## src/rtl/rob_param_if.sv

```systemverilog
// Bundle of decode, write-back, operand-check and commit signals around the reorder buffer.
// master = the surrounding pipeline, slave = the reorder buffer itself.
interface rob_param_if #(
    parameter int TAG_W   = 3,
    parameter int DATA_W  = 32,
    parameter int ADDR_W  = 32,
    parameter int REG_W   = 5,
    parameter int BRA_W   = 8,
    parameter int NUM_CDB = 2
);
    logic                      alloc_valid;
    logic                      alloc_ready;
    logic [2:0]                alloc_op;
    logic [REG_W-1:0]          alloc_rd;
    logic [ADDR_W-1:0]         alloc_npc;
    logic [BRA_W-1:0]          alloc_baddr;
    logic [TAG_W-1:0]          alloc_tag;
    logic                      full;

    logic [TAG_W-1:0]          chk_tag1;
    logic [TAG_W-1:0]          chk_tag2;
    logic [DATA_W-1:0]         chk_val1;
    logic [DATA_W-1:0]         chk_val2;
    logic                      chk_rdy1;
    logic                      chk_rdy2;

    logic [NUM_CDB-1:0]        cdb_valid;
    logic [NUM_CDB*TAG_W-1:0]  cdb_tag;
    logic [NUM_CDB*DATA_W-1:0] cdb_value;
    logic [NUM_CDB*ADDR_W-1:0] cdb_addr;

    logic                      bra_valid;
    logic [TAG_W-1:0]          bra_tag;
    logic                      bra_taken;
    logic                      bra_mispred;

    logic                      reg_modify;
    logic [REG_W-1:0]          reg_name;
    logic [DATA_W-1:0]         reg_data;
    logic [TAG_W-1:0]          reg_tag;

    logic                      dcache_write;
    logic [3:0]                dcache_mask;
    logic [ADDR_W-1:0]         dcache_addr;
    logic [DATA_W-1:0]         dcache_data;
    logic                      dcache_ready;

    logic                      pc_modify;
    logic [ADDR_W-1:0]         npc;

    logic                      brp_update;
    logic [BRA_W-1:0]          brp_addr;
    logic                      brp_result;

    modport master (
        output alloc_valid, alloc_op, alloc_rd, alloc_npc, alloc_baddr,
        output chk_tag1, chk_tag2,
        output cdb_valid, cdb_tag, cdb_value, cdb_addr,
        output bra_valid, bra_tag, bra_taken, bra_mispred,
        output dcache_ready,
        input  alloc_ready, alloc_tag, full,
        input  chk_val1, chk_val2, chk_rdy1, chk_rdy2,
        input  reg_modify, reg_name, reg_data, reg_tag,
        input  dcache_write, dcache_mask, dcache_addr, dcache_data,
        input  pc_modify, npc,
        input  brp_update, brp_addr, brp_result
    );

    modport slave (
        input  alloc_valid, alloc_op, alloc_rd, alloc_npc, alloc_baddr,
        input  chk_tag1, chk_tag2,
        input  cdb_valid, cdb_tag, cdb_value, cdb_addr,
        input  bra_valid, bra_tag, bra_taken, bra_mispred,
        input  dcache_ready,
        output alloc_ready, alloc_tag, full,
        output chk_val1, chk_val2, chk_rdy1, chk_rdy2,
        output reg_modify, reg_name, reg_data, reg_tag,
        output dcache_write, dcache_mask, dcache_addr, dcache_data,
        output pc_modify, npc,
        output brp_update, brp_addr, brp_result
    );
endinterface

```

## src/rtl/rob_param.sv

```systemverilog
// Parametrised reorder buffer: in-order commit of normal ops, stores and branches,
// CDB/branch write-back, two bypassed operand-check ports and mispredict flush.
module rob_param #(
    parameter int DEPTH   = 8,
    parameter int TAG_W   = 3,
    parameter int DATA_W  = 32,
    parameter int ADDR_W  = 32,
    parameter int REG_W   = 5,
    parameter int BRA_W   = 8,
    parameter int NUM_CDB = 2
) (
    input  logic       clk,
    input  logic       rst,
    rob_param_if.slave bus
);
    localparam logic [2:0] OP_BRANCH = 3'd1;
    localparam logic [2:0] OP_NORMAL = 3'd2;
    localparam logic [2:0] OP_SB     = 3'd3;
    localparam logic [2:0] OP_SH     = 3'd4;
    localparam logic [2:0] OP_SW     = 3'd5;

    typedef struct packed {
        logic              busy;
        logic              ready;
        logic [2:0]        op;
        logic [REG_W-1:0]  rd;
        logic [ADDR_W-1:0] npc;
        logic [BRA_W-1:0]  baddr;
        logic [DATA_W-1:0] value;
        logic [ADDR_W-1:0] addr;
        logic              taken;
        logic              mispred;
    } entry_t;

    entry_t ent_q [DEPTH];
    entry_t ent_d [DEPTH];

    logic [TAG_W-1:0]  head_q, head_d;
    logic [TAG_W-1:0]  tail_q, tail_d;
    logic [TAG_W:0]    count_q, count_d;

    logic              reg_modify_q, reg_modify_d;
    logic [REG_W-1:0]  reg_name_q, reg_name_d;
    logic [DATA_W-1:0] reg_data_q, reg_data_d;
    logic [TAG_W-1:0]  reg_tag_q, reg_tag_d;
    logic              pc_modify_q, pc_modify_d;
    logic [ADDR_W-1:0] npc_q, npc_d;
    logic              brp_update_q, brp_update_d;
    logic [BRA_W-1:0]  brp_addr_q, brp_addr_d;
    logic              brp_result_q, brp_result_d;

    logic [NUM_CDB-1:0]        cdb_valid;
    logic [NUM_CDB*TAG_W-1:0]  cdb_tag;
    logic [NUM_CDB*DATA_W-1:0] cdb_value;
    logic [NUM_CDB*ADDR_W-1:0] cdb_addr;

    entry_t      hd;
    logic        head_ok;
    logic        is_store;
    logic        st_aligned;
    logic        store_go;
    logic [3:0]  st_mask;
    logic [1:0]  lane;
    logic        retire;
    logic        flush;
    logic        full;
    logic        alloc_ready;
    logic        alloc_fire;

    assign cdb_valid = bus.cdb_valid;
    assign cdb_tag   = bus.cdb_tag;
    assign cdb_value = bus.cdb_value;
    assign cdb_addr  = bus.cdb_addr;

    function automatic logic op_is_store(input logic [2:0] op);
        return (op == OP_SB) || (op == OP_SH) || (op == OP_SW);
    endfunction

    // Lowest CDB channel wins, hence the descending scan.
    function automatic logic [DATA_W:0] lookup(input logic [TAG_W-1:0] t);
        logic [DATA_W:0] r;
        r = {ent_q[t].busy && ent_q[t].ready, ent_q[t].value};
        for (int c = NUM_CDB - 1; c >= 0; c--) begin
            if (cdb_valid[c] && (cdb_tag[c*TAG_W +: TAG_W] == t))
                r = {1'b1, cdb_value[c*DATA_W +: DATA_W]};
        end
        return r;
    endfunction

    // ---------------- head / commit decode ----------------
    assign hd       = ent_q[head_q];
    assign head_ok  = (count_q != '0) && hd.busy && hd.ready;
    assign is_store = op_is_store(hd.op);
    assign lane     = hd.addr[1:0];

    always_comb begin
        st_aligned = 1'b0;
        st_mask    = 4'b0000;
        case (hd.op)
            OP_SB: begin
                st_aligned = 1'b1;
                st_mask    = 4'b0001 << lane;
            end
            OP_SH: begin
                st_aligned = !lane[0];
                st_mask    = lane[1] ? 4'b1100 : 4'b0011;
            end
            OP_SW: begin
                st_aligned = (lane == 2'b00);
                st_mask    = 4'b1111;
            end
            default: begin
                st_aligned = 1'b0;
                st_mask    = 4'b0000;
            end
        endcase
    end

    assign store_go = head_ok && is_store && st_aligned;
    // Misaligned stores and illegal ops drain without side effects so the queue never stalls.
    assign retire   = head_ok && (!store_go || bus.dcache_ready);
    assign flush    = retire && (hd.op == OP_BRANCH) && hd.mispred;

    assign full        = (count_q == (TAG_W+1)'(DEPTH));
    assign alloc_ready = !full && !flush;
    assign alloc_fire  = bus.alloc_valid && alloc_ready;

    // ---------------- entry array next state ----------------
    always_comb begin : entry_next
        logic hit;
        hit = 1'b0;
        for (int e = 0; e < DEPTH; e++) ent_d[e] = ent_q[e];
        if (flush) begin
            for (int e = 0; e < DEPTH; e++) ent_d[e].busy = 1'b0;
        end else begin
            for (int e = 0; e < DEPTH; e++) begin
                hit = 1'b0;
                if (ent_q[e].busy && !ent_q[e].ready) begin
                    for (int c = 0; c < NUM_CDB; c++) begin
                        if (!hit && cdb_valid[c] &&
                            (cdb_tag[c*TAG_W +: TAG_W] == TAG_W'(e))) begin
                            hit            = 1'b1;
                            ent_d[e].ready = 1'b1;
                            ent_d[e].value = cdb_value[c*DATA_W +: DATA_W];
                            if (op_is_store(ent_q[e].op))
                                ent_d[e].addr = cdb_addr[c*ADDR_W +: ADDR_W];
                        end
                    end
                    if (!hit && bus.bra_valid && (bus.bra_tag == TAG_W'(e))) begin
                        ent_d[e].ready   = 1'b1;
                        ent_d[e].taken   = bus.bra_taken;
                        ent_d[e].mispred = bus.bra_mispred;
                    end
                end
            end
            if (retire)
                ent_d[head_q].busy = 1'b0;
            if (alloc_fire) begin
                ent_d[tail_q]       = '0;
                ent_d[tail_q].busy  = 1'b1;
                ent_d[tail_q].op    = bus.alloc_op;
                ent_d[tail_q].rd    = bus.alloc_rd;
                ent_d[tail_q].npc   = bus.alloc_npc;
                ent_d[tail_q].baddr = bus.alloc_baddr;
            end
        end
    end

    // ---------------- pointers / occupancy ----------------
    always_comb begin
        head_d  = head_q;
        tail_d  = tail_q;
        count_d = count_q;
        if (retire)
            head_d = head_q + TAG_W'(1);
        if (flush) begin
            tail_d  = head_q + TAG_W'(1);
            count_d = '0;
        end else begin
            if (alloc_fire)
                tail_d = tail_q + TAG_W'(1);
            case ({alloc_fire, retire})
                2'b10:   count_d = count_q + (TAG_W+1)'(1);
                2'b01:   count_d = count_q - (TAG_W+1)'(1);
                default: count_d = count_q;
            endcase
        end
    end

    // ---------------- registered commit outputs ----------------
    always_comb begin
        reg_modify_d = retire && (hd.op == OP_NORMAL);
        reg_name_d   = reg_name_q;
        reg_data_d   = reg_data_q;
        reg_tag_d    = reg_tag_q;
        if (reg_modify_d) begin
            reg_name_d = hd.rd;
            reg_data_d = hd.value;
            reg_tag_d  = head_q;
        end

        brp_update_d = retire && (hd.op == OP_BRANCH);
        brp_addr_d   = brp_addr_q;
        brp_result_d = brp_result_q;
        if (brp_update_d) begin
            brp_addr_d   = hd.baddr;
            brp_result_d = hd.taken;
        end

        pc_modify_d = flush;
        npc_d       = flush ? hd.npc : npc_q;
    end

    always_ff @(posedge clk or negedge rst) begin
        if (!rst) begin
            for (int i = 0; i < DEPTH; i++) ent_q[i] <= '0;
            head_q       <= '0;
            tail_q       <= '0;
            count_q      <= '0;
            reg_modify_q <= 1'b0;
            reg_name_q   <= '0;
            reg_data_q   <= '0;
            reg_tag_q    <= '0;
            pc_modify_q  <= 1'b0;
            npc_q        <= '0;
            brp_update_q <= 1'b0;
            brp_addr_q   <= '0;
            brp_result_q <= 1'b0;
        end else begin
            for (int i = 0; i < DEPTH; i++) ent_q[i] <= ent_d[i];
            head_q       <= head_d;
            tail_q       <= tail_d;
            count_q      <= count_d;
            reg_modify_q <= reg_modify_d;
            reg_name_q   <= reg_name_d;
            reg_data_q   <= reg_data_d;
            reg_tag_q    <= reg_tag_d;
            pc_modify_q  <= pc_modify_d;
            npc_q        <= npc_d;
            brp_update_q <= brp_update_d;
            brp_addr_q   <= brp_addr_d;
            brp_result_q <= brp_result_d;
        end
    end

    // ---------------- check ports ----------------
    always_comb begin
        {bus.chk_rdy1, bus.chk_val1} = lookup(bus.chk_tag1);
        {bus.chk_rdy2, bus.chk_val2} = lookup(bus.chk_tag2);
    end

    // ---------------- output drive ----------------
    assign bus.alloc_ready  = alloc_ready;
    assign bus.alloc_tag    = tail_q;
    assign bus.full         = full;

    assign bus.dcache_write = store_go;
    assign bus.dcache_mask  = store_go ? st_mask : 4'b0000;
    assign bus.dcache_addr  = store_go ? {hd.addr[ADDR_W-1:2], 2'b00} : '0;
    assign bus.dcache_data  = store_go ? (hd.value << {lane, 3'b000}) : '0;

    assign bus.reg_modify   = reg_modify_q;
    assign bus.reg_name     = reg_name_q;
    assign bus.reg_data     = reg_data_q;
    assign bus.reg_tag      = reg_tag_q;
    assign bus.pc_modify    = pc_modify_q;
    assign bus.npc          = npc_q;
    assign bus.brp_update   = brp_update_q;
    assign bus.brp_addr     = brp_addr_q;
    assign bus.brp_result   = brp_result_q;
endmodule

```

## src/flat_wrapper.sv

```systemverilog
// flat-port wrapper written by rule: the top's interface ports become plain ports
module rob_param_flat 
#(
    parameter int DEPTH   = 8,
    parameter int TAG_W   = 3,
    parameter int DATA_W  = 32,
    parameter int ADDR_W  = 32,
    parameter int REG_W   = 5,
    parameter int BRA_W   = 8,
    parameter int NUM_CDB = 2
)
  (clk, rst, bus_alloc_valid, bus_alloc_op, bus_alloc_rd, bus_alloc_npc, bus_alloc_baddr, bus_chk_tag1, bus_chk_tag2, bus_cdb_valid, bus_cdb_tag, bus_cdb_value, bus_cdb_addr, bus_bra_valid, bus_bra_tag, bus_bra_taken, bus_bra_mispred, bus_dcache_ready, bus_alloc_ready, bus_alloc_tag, bus_full, bus_chk_val1, bus_chk_val2, bus_chk_rdy1, bus_chk_rdy2, bus_reg_modify, bus_reg_name, bus_reg_data, bus_reg_tag, bus_dcache_write, bus_dcache_mask, bus_dcache_addr, bus_dcache_data, bus_pc_modify, bus_npc, bus_brp_update, bus_brp_addr, bus_brp_result);
  rob_param_if #(.TAG_W(TAG_W), .DATA_W(DATA_W), .ADDR_W(ADDR_W), .REG_W(REG_W), .BRA_W(BRA_W), .NUM_CDB(NUM_CDB)) bus_i ();
  input  logic clk;
  input  logic rst;
  input wire logic [$bits(bus_i.alloc_valid)-1:0] bus_alloc_valid;
  input wire logic [$bits(bus_i.alloc_op)-1:0] bus_alloc_op;
  input wire logic [$bits(bus_i.alloc_rd)-1:0] bus_alloc_rd;
  input wire logic [$bits(bus_i.alloc_npc)-1:0] bus_alloc_npc;
  input wire logic [$bits(bus_i.alloc_baddr)-1:0] bus_alloc_baddr;
  input wire logic [$bits(bus_i.chk_tag1)-1:0] bus_chk_tag1;
  input wire logic [$bits(bus_i.chk_tag2)-1:0] bus_chk_tag2;
  input wire logic [$bits(bus_i.cdb_valid)-1:0] bus_cdb_valid;
  input wire logic [$bits(bus_i.cdb_tag)-1:0] bus_cdb_tag;
  input wire logic [$bits(bus_i.cdb_value)-1:0] bus_cdb_value;
  input wire logic [$bits(bus_i.cdb_addr)-1:0] bus_cdb_addr;
  input wire logic [$bits(bus_i.bra_valid)-1:0] bus_bra_valid;
  input wire logic [$bits(bus_i.bra_tag)-1:0] bus_bra_tag;
  input wire logic [$bits(bus_i.bra_taken)-1:0] bus_bra_taken;
  input wire logic [$bits(bus_i.bra_mispred)-1:0] bus_bra_mispred;
  input wire logic [$bits(bus_i.dcache_ready)-1:0] bus_dcache_ready;
  output wire logic [$bits(bus_i.alloc_ready)-1:0] bus_alloc_ready;
  output wire logic [$bits(bus_i.alloc_tag)-1:0] bus_alloc_tag;
  output wire logic [$bits(bus_i.full)-1:0] bus_full;
  output wire logic [$bits(bus_i.chk_val1)-1:0] bus_chk_val1;
  output wire logic [$bits(bus_i.chk_val2)-1:0] bus_chk_val2;
  output wire logic [$bits(bus_i.chk_rdy1)-1:0] bus_chk_rdy1;
  output wire logic [$bits(bus_i.chk_rdy2)-1:0] bus_chk_rdy2;
  output wire logic [$bits(bus_i.reg_modify)-1:0] bus_reg_modify;
  output wire logic [$bits(bus_i.reg_name)-1:0] bus_reg_name;
  output wire logic [$bits(bus_i.reg_data)-1:0] bus_reg_data;
  output wire logic [$bits(bus_i.reg_tag)-1:0] bus_reg_tag;
  output wire logic [$bits(bus_i.dcache_write)-1:0] bus_dcache_write;
  output wire logic [$bits(bus_i.dcache_mask)-1:0] bus_dcache_mask;
  output wire logic [$bits(bus_i.dcache_addr)-1:0] bus_dcache_addr;
  output wire logic [$bits(bus_i.dcache_data)-1:0] bus_dcache_data;
  output wire logic [$bits(bus_i.pc_modify)-1:0] bus_pc_modify;
  output wire logic [$bits(bus_i.npc)-1:0] bus_npc;
  output wire logic [$bits(bus_i.brp_update)-1:0] bus_brp_update;
  output wire logic [$bits(bus_i.brp_addr)-1:0] bus_brp_addr;
  output wire logic [$bits(bus_i.brp_result)-1:0] bus_brp_result;
  assign bus_i.alloc_valid = bus_alloc_valid;
  assign bus_i.alloc_op = bus_alloc_op;
  assign bus_i.alloc_rd = bus_alloc_rd;
  assign bus_i.alloc_npc = bus_alloc_npc;
  assign bus_i.alloc_baddr = bus_alloc_baddr;
  assign bus_i.chk_tag1 = bus_chk_tag1;
  assign bus_i.chk_tag2 = bus_chk_tag2;
  assign bus_i.cdb_valid = bus_cdb_valid;
  assign bus_i.cdb_tag = bus_cdb_tag;
  assign bus_i.cdb_value = bus_cdb_value;
  assign bus_i.cdb_addr = bus_cdb_addr;
  assign bus_i.bra_valid = bus_bra_valid;
  assign bus_i.bra_tag = bus_bra_tag;
  assign bus_i.bra_taken = bus_bra_taken;
  assign bus_i.bra_mispred = bus_bra_mispred;
  assign bus_i.dcache_ready = bus_dcache_ready;
  assign bus_alloc_ready = bus_i.alloc_ready;
  assign bus_alloc_tag = bus_i.alloc_tag;
  assign bus_full = bus_i.full;
  assign bus_chk_val1 = bus_i.chk_val1;
  assign bus_chk_val2 = bus_i.chk_val2;
  assign bus_chk_rdy1 = bus_i.chk_rdy1;
  assign bus_chk_rdy2 = bus_i.chk_rdy2;
  assign bus_reg_modify = bus_i.reg_modify;
  assign bus_reg_name = bus_i.reg_name;
  assign bus_reg_data = bus_i.reg_data;
  assign bus_reg_tag = bus_i.reg_tag;
  assign bus_dcache_write = bus_i.dcache_write;
  assign bus_dcache_mask = bus_i.dcache_mask;
  assign bus_dcache_addr = bus_i.dcache_addr;
  assign bus_dcache_data = bus_i.dcache_data;
  assign bus_pc_modify = bus_i.pc_modify;
  assign bus_npc = bus_i.npc;
  assign bus_brp_update = bus_i.brp_update;
  assign bus_brp_addr = bus_i.brp_addr;
  assign bus_brp_result = bus_i.brp_result;
  rob_param #(.DEPTH(DEPTH), .TAG_W(TAG_W), .DATA_W(DATA_W), .ADDR_W(ADDR_W), .REG_W(REG_W), .BRA_W(BRA_W), .NUM_CDB(NUM_CDB)) u_core (.clk(clk), .rst(rst), .bus(bus_i));
endmodule
```

## config.mk

```make
export PLATFORM = sky130hd
export DESIGN_NAME = rob_param_flat
export DESIGN_NICKNAME = d
export VERILOG_FILES = /design/src/rtl/rob_param_if.sv /design/src/rtl/rob_param.sv /design/src/flat_wrapper.sv
export SDC_FILE = /design/constraint.sdc
export NUM_CORES = 2
export LEC_CHECK = 0
export ABC_CLOCK_PERIOD_IN_PS = 5500
export CELL_PAD_IN_SITES_DETAIL_PLACEMENT = 1
export CELL_PAD_IN_SITES_GLOBAL_PLACEMENT = 2
export CORE_MARGIN = 2
export CORE_UTILIZATION = 35
export DETAILED_ROUTE_END_ITERATION = 7
export PLACE_DENSITY = 0.83
export SLEW_MARGIN = 20
export SYNTH_ARGS = -nofsm -noshare
export SYNTH_HDL_FRONTEND = slang
export SYNTH_SLANG_ARGS = --single-unit
```

## constraint.sdc

```tcl
create_clock -name clk -period 5.5 [get_ports clk]
set_input_delay 0.55 -clock clk [delete_from_list [all_inputs] [get_ports clk]]
set_output_delay 0.55 -clock clk [all_outputs]
set_load 0.02 [all_outputs]
```

---- After elaboration in Yosys (flattened, before gate mapping) ----
Cells that the tools add are included.
word-level totals
  flip-flop bits (word level) ............. 1022
  latch bits .............................. 0
  bits in writable memories ............... 0
  bits in read-only memories .............. 0
  bits of input ports ..................... 200
  output and inout bits ................... 224
  logic and storage cells ................. 485
  memories kept ........................... 0
operators by class
  $add $sub $neg .......................... 4
  $mul .................................... 0
  divide/modulo/power cells ............... 0
  $lt $le $gt $ge ......................... 6
  eq/ne operators ......................... 57
  shift operators ......................... 2
  muxes and demuxes ....................... 198
  bitwise operators ....................... 6
  reductions and logical operators ........ 120
operators by type and width
  operator                                                          count
  928-bit bitwise mux                                               6
  928-bit two-way mux                                               3
  116-bit demux with 3-bit select                                   7
  66-bit two-way mux                                                16
  116-bit binary-select mux with 3-bit select                       3
  116-bit two-way mux                                               9
  64-bit two-way mux                                                16
  928-bit AND                                                       1
  928-bit inverter                                                  1
  32-bit two-way mux                                                18
  33-bit two-way mux                                                4
  114-bit two-way mux                                               1
  111-bit two-way mux                                               1
  106-bit two-way mux                                               1
  1-bit two-way mux                                                 96
  3-bit == test (second input constant)                             30
  74-bit two-way mux                                                1
  1-bit logical AND                                                 66
  3-bit by 2-bit == test with 1-bit output (second input constant)  16
  32-bit by 5-bit left shift with 32-bit output                     1
  1-bit zero test                                                   28
  1-bit logical OR                                                  19
  4-bit >= comparator (second input constant)                       4
  2-bit two-way mux                                                 8
  other kinds (21)                                                  37

---- Depth between registers and ports, before layout ----
  depth after elaboration ................. 38
  mapped depth ............................ 18

---- Least setup slack after synthesis ----
No wires, ideal clock.
  path kind ............................... register to register
  from .................................... register u_core.head_q[0]
  to ...................................... register u_core.count_q[3]
  setup time .............................. 0.079 ns
  arrival time ............................ 3.923 ns
  required time ........................... 5.421 ns
  slack ................................... 1.498 ns
  stages on the path, launching flop included .. 18
  buffers on the path ..................... 3
  path through ............................ dfrtp_1 > buf_6 > mux4_2 > mux2i_2 > nand3_2 > or3_1 > nand3_2 > clkbuf_1 > clkbuf_1 > nand2_1 > ha_1 > ha_1 > a21boi_0 > a311oi_1 > a21oi_1 > nand2_1 > mux2i_1 > mux2i_1
between the ends
  cells in the longest elaborated chain, start to end .. 20
  elaborated cells between the ends (all ways) .. 30
  classes of those cells .................. eq/ne: 6; mux: 6; bitwise: 1; reduce/logical: 17
RTL lines
  item                                                                              line                              RTL
  from (decl)                                                                       rob_param.sv:38                   logic [TAG_W-1:0] head_q, head_d;
  from (signal assigned)                                                            rob_param.sv:217                  head_q <= '0;
  from (signal assigned)                                                            rob_param.sv:231                  head_q <= head_d;
  3-bit inverter with 4-bit output (implied by the code) *                          rob_param.sv:91                   assign hd = ent_q[head_q];
  116-bit binary-select mux with 3-bit select *                                     rob_param.sv:91
  116-bit two-way mux (implied by the code) * (2 in a row)                          rob_param.sv:91
  3-bit by 2-bit == test with 1-bit output / 3-bit == test (equally long branches)  rob_param.sv:76, rob_param.sv:99
  1-bit logical OR (2 in a row)                                                     rob_param.sv:76                   return (op == OP_SB) || (op == OP_SH) || (op == OP_SW);
  1-bit logical AND (2 in a row)                                                    rob_param.sv:119                  assign store_go = head_ok && is_store && st_aligned;
  1-bit zero test                                                                   rob_param.sv:121                  assign retire = head_ok && (!store_go || bus.dcache_ready);
  1-bit logical OR                                                                  rob_param.sv:121
  1-bit logical AND                                                                 rob_param.sv:121
  1-bit logical AND (2 in a row)                                                    rob_param.sv:122                  assign flush = retire && (hd.op == OP_BRANCH) && hd.mispred;
  1-bit zero test                                                                   rob_param.sv:125                  assign alloc_ready = !full && !flush;
  1-bit logical AND                                                                 rob_param.sv:125
  1-bit logical AND                                                                 rob_param.sv:126                  assign alloc_fire = bus.alloc_valid && alloc_ready;
  2-bit by 1-bit == test with 1-bit output / 2-bit == test (equally long branches)  rob_param.sv:182                  case ({alloc_fire, retire})
  4-bit case mux with 2 select lines                                                rob_param.sv:182
  4-bit two-way mux                                                                 rob_param.sv:176                  if (flush) begin
  to (signal assigned)                                                              rob_param.sv:233                  count_q <= count_d;
  to (decl)                                                                         rob_param.sv:40                   logic [TAG_W:0] count_q, count_d;
Mark *: on every way between the ends. The rest lies on a longest branch, timed or not. The select of a mux whose other input is x is not followed.
A chain may end at the register's enable or synchronous reset.

---- Worst setup path after layout ----
  from .................................... register u_core.head_q[0]
  to ...................................... output bus_dcache_addr[31]
between the ends
  cells in the longest elaborated chain, start to end .. 10
  elaborated cells between the ends (all ways) .. 17
  classes of those cells .................. eq/ne: 3; mux: 5; bitwise: 1; reduce/logical: 8
RTL lines
  item                                                                              line                              RTL
  3-bit inverter with 4-bit output (implied by the code) *                          rob_param.sv:91
  116-bit binary-select mux with 3-bit select *                                     rob_param.sv:91
  116-bit two-way mux (implied by the code) * (2 in a row)                          rob_param.sv:91
  3-bit by 2-bit == test with 1-bit output / 3-bit == test (equally long branches)  rob_param.sv:76, rob_param.sv:99
  1-bit logical OR (2 in a row)                                                     rob_param.sv:76
  1-bit logical AND (2 in a row)                                                    rob_param.sv:119
  32-bit two-way mux *                                                              rob_param.sv:259                  assign bus.dcache_addr = store_go ? {hd.addr[ADDR_W-1:2], 2'b00} : '0;
  to (decl)                                                                         flat_wrapper.sv:45                output wire logic [$bits(bus_i.dcache_addr)-1:0] bus_dcache_addr;
Marks and branches as above.

==> impl_metrics.xml <==
<?xml version="1.0" encoding="UTF-8"?>
<metrics>
  <group name="outcome">
    <metric name="outcome" unit="">complete, but fails checks</metric>
    <metric name="violations" unit="">setup timing</metric>
  </group>
  <group name="clock_tree">
    <metric name="clockBufferDepth" unit="">3</metric>
    <metric name="clock_pin_slew_of_the_registers_on_the_worst_case_setup_and_hold_paths" unit="ns">0.06</metric>
    <metric name="numCtsBuffers" unit="">118</metric>
    <metric name="clk_latency" unit="ns">0.83</metric>
    <metric name="level_count_of_the_clock_h_tree" unit="">3</metric>
    <metric name="clk_root_buffer_cell" unit="">clkbuf_16</metric>
    <metric name="cts_tree" unit="">done</metric>
    <metric name="tritoncts_num_sinks" unit="">1022</metric>
  </group>
  <group name="sta">
    <metric name="setup_repair_after_global_routing_missed_its_margin" unit="">no</metric>
    <metric name="fin_setup_tns" unit="ns">-0.07078</metric>
    <metric name="fmaxAchievable" unit="MHz">179.5</metric>
    <metric name="timing.hold.ws" unit="ns">0.3708</metric>
    <metric name="final_period_minus_worst_setup_slack" unit="ns">5.571</metric>
    <metric name="worst_pin_slew" unit="ns">1.267</metric>
    <metric name="finalWorstSetupSlack" unit="ns">-0.07078</metric>
    <metric name="min_period_over_period" unit="%">101.3</metric>
    <metric name="maxSlewHeadroom" unit="%">13.35</metric>
    <metric name="worst_clk_skew" unit="ns">0.1188</metric>
    <metric name="setup_viol_count_final" unit="">1</metric>
    <metric name="maxSlewViolCount" unit="">0</metric>
    <metric name="finalHoldViolCount" unit="">0</metric>
  </group>
  <group name="synthesis">
    <metric name="synth_top_flop_cell" unit="">dfrtp_1</metric>
    <metric name="synth.distinct_cells" unit="">72</metric>
    <metric name="postSynthAreaPerCell" unit="µm²">10.61</metric>
    <metric name="yosys.area.top_type_share" unit="%">43.69</metric>
    <metric name="post-synth-top-count-cell" unit="">dfrtp_1</metric>
    <metric name="yosysTopAreaCell" unit="">dfrtp_1</metric>
    <metric name="post_synth_main_area_contributors" unit="">dfrtp_1 (44%), mux4_2 (9.9%), mux2_2 (8.0%), mux2i_1 (5.2%), o22ai_1 (4.4%)</metric>
    <metric name="yosysSeqAreaShare" unit="%">43.69</metric>
    <metric name="yosysWarnings" unit="">0</metric>
    <metric name="async_flop_share" unit="%">100.0</metric>
    <metric name="post_synth_inst_count" unit="">5517</metric>
    <metric name="synth-edff-count" unit="">0</metric>
    <metric name="yosys_register_bits" unit="">1022</metric>
    <metric name="netlist_top_cells_count" unit="">dfrtp_1 (1022), clkbuf_1 (418), mux2_2 (418)</metric>
    <metric name="netlist_area" unit="mm²">0.05854</metric>
  </group>
  <group name="power_and_ir_drop">
    <metric name="ir_worst_vdd" unit="V">0.0004366</metric>
    <metric name="power.share.sequential" unit="%">32.7</metric>
    <metric name="pwr-share-clk" unit="%">20.7</metric>
    <metric name="switchingPower" unit="mW">16.67</metric>
    <metric name="power_density" unit="mW/mm²">581.5</metric>
    <metric name="fin_total_pwr" unit="mW">40.10</metric>
    <metric name="power.share.combinational" unit="%">46.6</metric>
    <metric name="power.static_leakage" unit="nW">27.55</metric>
    <metric name="internal_power" unit="mW">23.43</metric>
    <metric name="power_switching_share" unit="%">41.57</metric>
  </group>
  <group name="die">
    <metric name="chipWidth" unit="µm">413.0</metric>
    <metric name="die_height" unit="µm">413.0</metric>
    <metric name="initial_utilization" unit="%">35.13</metric>
    <metric name="floorplan.rows" unit="">150</metric>
    <metric name="io-pin-count" unit="">424</metric>
    <metric name="placeableCoreArea" unit="mm²">0.1667</metric>
    <metric name="die_area" unit="mm²">0.1705</metric>
  </group>
  <group name="global_route">
    <metric name="grt_antenna_before_repair" unit="">46</metric>
    <metric name="largest_net_degree_at_the_start_of_global_routing" unit="">144</metric>
    <metric name="global_route.usage.total" unit="%">29.06</metric>
    <metric name="grt.overflow.total" unit="">0</metric>
    <metric name="first_global_vias" unit="">53970</metric>
    <metric name="grt_pass1_wl" unit="µm">371100</metric>
  </group>
  <group name="placed_design">
    <metric name="place_congestion" unit="">0.8849</metric>
    <metric name="place_hpwl" unit="µm">152400</metric>
    <metric name="dp_cells" unit="">7658</metric>
    <metric name="place.port_buffers" unit="">421</metric>
    <metric name="placement.setup.worst_slack" unit="ns">0.5361</metric>
    <metric name="post_dp_cell_area" unit="mm²">0.06478</metric>
  </group>
  <group name="finish">
    <metric name="final-seq-area" unit="mm²">0.02559</metric>
    <metric name="final_core_utilization" unit="%">41.38</metric>
    <metric name="multiInputGateArea" unit="mm²">0.03040</metric>
    <metric name="fill_cells" unit="">18070</metric>
    <metric name="area.growth.synth_to_final" unit="%">17.80</metric>
    <metric name="drive_above_1_share" unit="%">20.21</metric>
    <metric name="fin_nets" unit="">5783</metric>
    <metric name="final_cell_count_without_fillers" unit="">7899</metric>
    <metric name="final_design_area_no_fill" unit="mm²">0.06896</metric>
  </group>
  <group name="worst_hold_path">
    <metric name="min_path_type" unit="">primary input to async pin</metric>
  </group>
  <group name="setup_path">
    <metric name="worst-path-max-fanout" unit="">20</metric>
    <metric name="worst-setup-path-type" unit="">register to primary output</metric>
    <metric name="worst_ep_arrival_time" unit="ns">5.02</metric>
    <metric name="critPathRequiredTime" unit="ns">4.95</metric>
    <metric name="worstSetupEndpointType" unit="">primary output</metric>
    <metric name="r2r_slack" unit="ns">0.80</metric>
    <metric name="startpoint_types" unit="">register</metric>
    <metric name="critical_path.startpoint" unit="">u_core.head_q[0]$_DFFE_PN0N_</metric>
    <metric name="reg2reg_from" unit="">u_core.head_q[0]$_DFFE_PN0N_</metric>
  </group>
  <group name="detailed_routing">
    <metric name="ant_nets" unit="">0</metric>
    <metric name="drt-total-wl" unit="µm">253600</metric>
    <metric name="routed-via-count" unit="">51610</metric>
    <metric name="detail_route.first_pass.iterations" unit="">8</metric>
    <metric name="drcViolationCount" unit="">0</metric>
    <metric name="initialDrtViolationCount" unit="">5330</metric>
    <metric name="wire_length_per_cell" unit="µm">32.10</metric>
    <metric name="route.detailed.vias_per_inst" unit="">6.534</metric>
  </group>
  <group name="job">
    <metric name="drv.max_cap_violation_count" unit="">0</metric>
  </group>
</metrics>
layout by cell type (no fill, tap or decap), types with 17 or more instances in the layout:
master | synthesis | routed
or4_1 | 34 | 34
clkdlybuf4s50_1 | 0 | 405
clkbuf_8 | 0 | 31
nand2b_1 | 33 | 27
o21ai_0 | 377 | 372
a31o_2 | 17 | 17
nor2_1 | 204 | 186
o31ai_1 | 43 | 43
mux2i_1 | 304 | 303
buf_4 | 17 | 155
buf_12 | 0 | 25
nor2b_1 | 30 | 25
mux2_2 | 418 | 417
clkbuf_16 | 0 | 118
a21oi_1 | 296 | 296
diode_2 | 0 | 19
a221oi_1 | 49 | 49
o22a_1 | 109 | 109
o2bb2ai_1 | 175 | 175
a22o_1 | 22 | 22
mux4_2 | 257 | 257
nand3_1 | 40 | 33
nand2_1 | 402 | 396
o211ai_1 | 20 | 20
a22oi_1 | 186 | 186
clkbuf_1 | 418 | 31
mux2_1 | 19 | 19
o21a_1 | 20 | 20
inv_1 | 80 | 80
o21ai_1 | 132 | 129
o22ai_1 | 411 | 411
dfrtp_1 | 1022 | 1019
final timing paths:
path                                             endpoint  cells past startpoint
setup / recovery                      bus_dcache_addr[31]                      8
hold / removal              u_core.ent_q[870]$_DFFE_PN0P_                      2
setup reg to reg              u_core.ent_q[7]$_DFFE_PN0P_                      9
hold reg to reg            u_core.bus.npc[13]$_DFFE_PN0N_                      2
max in group asynchronous   u_core.ent_q[333]$_DFFE_PN0P_                      3
min in group clk           u_core.bus.npc[13]$_DFFE_PN0N_                      2
area by class of cell:
type                       count  area share (%)
antenna                       19         0.06895
clock inverter                38          0.8219
timing repair buffer         593           8.399
inverter                      81          0.4518
sequential                  1022           37.10
multi-input combinational   3762           44.09
clock buffer                 180           5.069
tap                         2204           3.999
cells by family (layout without fill, tap and decap cells):
family,Yosys count,count (layout),share of synthesized area (%)
other,1,21,0.006406
muxes,1000,1000,23.55
DFF,1022,1022,43.69
buffers and inverters,734,892,5.010
xor gates and xnor gates,19,19,0.2843
adders and majority gates,5,5,0.1069
and+or+nand+nor,827,827,6.311
AOI/OAI and AO/OA,1909,1909,21.04
repair_timing:
| item | in CTS | in global routing |
|---|---|---|
| endpoints found under the setup margin | 29 | 7 |
| hold buffers | 1 | 0 |
| gates resized for setup | 4 | 1 |
| setup buffers | 1 | 0 |
| hold endpoints to repair | 52 | 0 |
registers in the layout (all words and copies together), names as in the netlist:
register               cells
u_core.bus.brp_addr        8
u_core.bus.reg_modify      1
u_core.head_q              3
u_core.bus.brp_result      1
u_core.ent_q             928
u_core.count_q             4
u_core.bus.reg_data       32
u_core.bus.pc_modify       1
u_core.bus.reg_name        5
u_core.bus.brp_update      1
u_core.bus.alloc_tag       3
u_core.bus.npc            32
u_core.bus.reg_tag         3
critical path: stages (launching register included):
cell       delay, ns
dfrtp_4         0.60
mux4_2          0.59
mux2_4          0.45
and2_1          0.23
or2_2           0.28
a211o_4         0.51
a2111oi_0       1.10
buf_4           0.28
buf_12          0.13
metal layers:
metal	track usage, %	vias up	wire, µm
li1	-	21040	-
met1	37.11	26920	100000
met2	45.12	2843	114700
met3	8.777	761	26730
met4	13.42	48	11870
met5	0	-	287
power groups by stage:
stage                     Sequential, mW  Clock (mW)  Combinational [mW]
after global placement              12.9           0                17.8
final                               13.1        8.30                18.7
after global routing                13.5        8.71                19.7
after floorplan                     12.4           0                11.8
after CTS                           13.0        8.43                18.4
after detailed placement            13.1           0                18.3
Note: power is estimated with default switching activity, not from simulation.
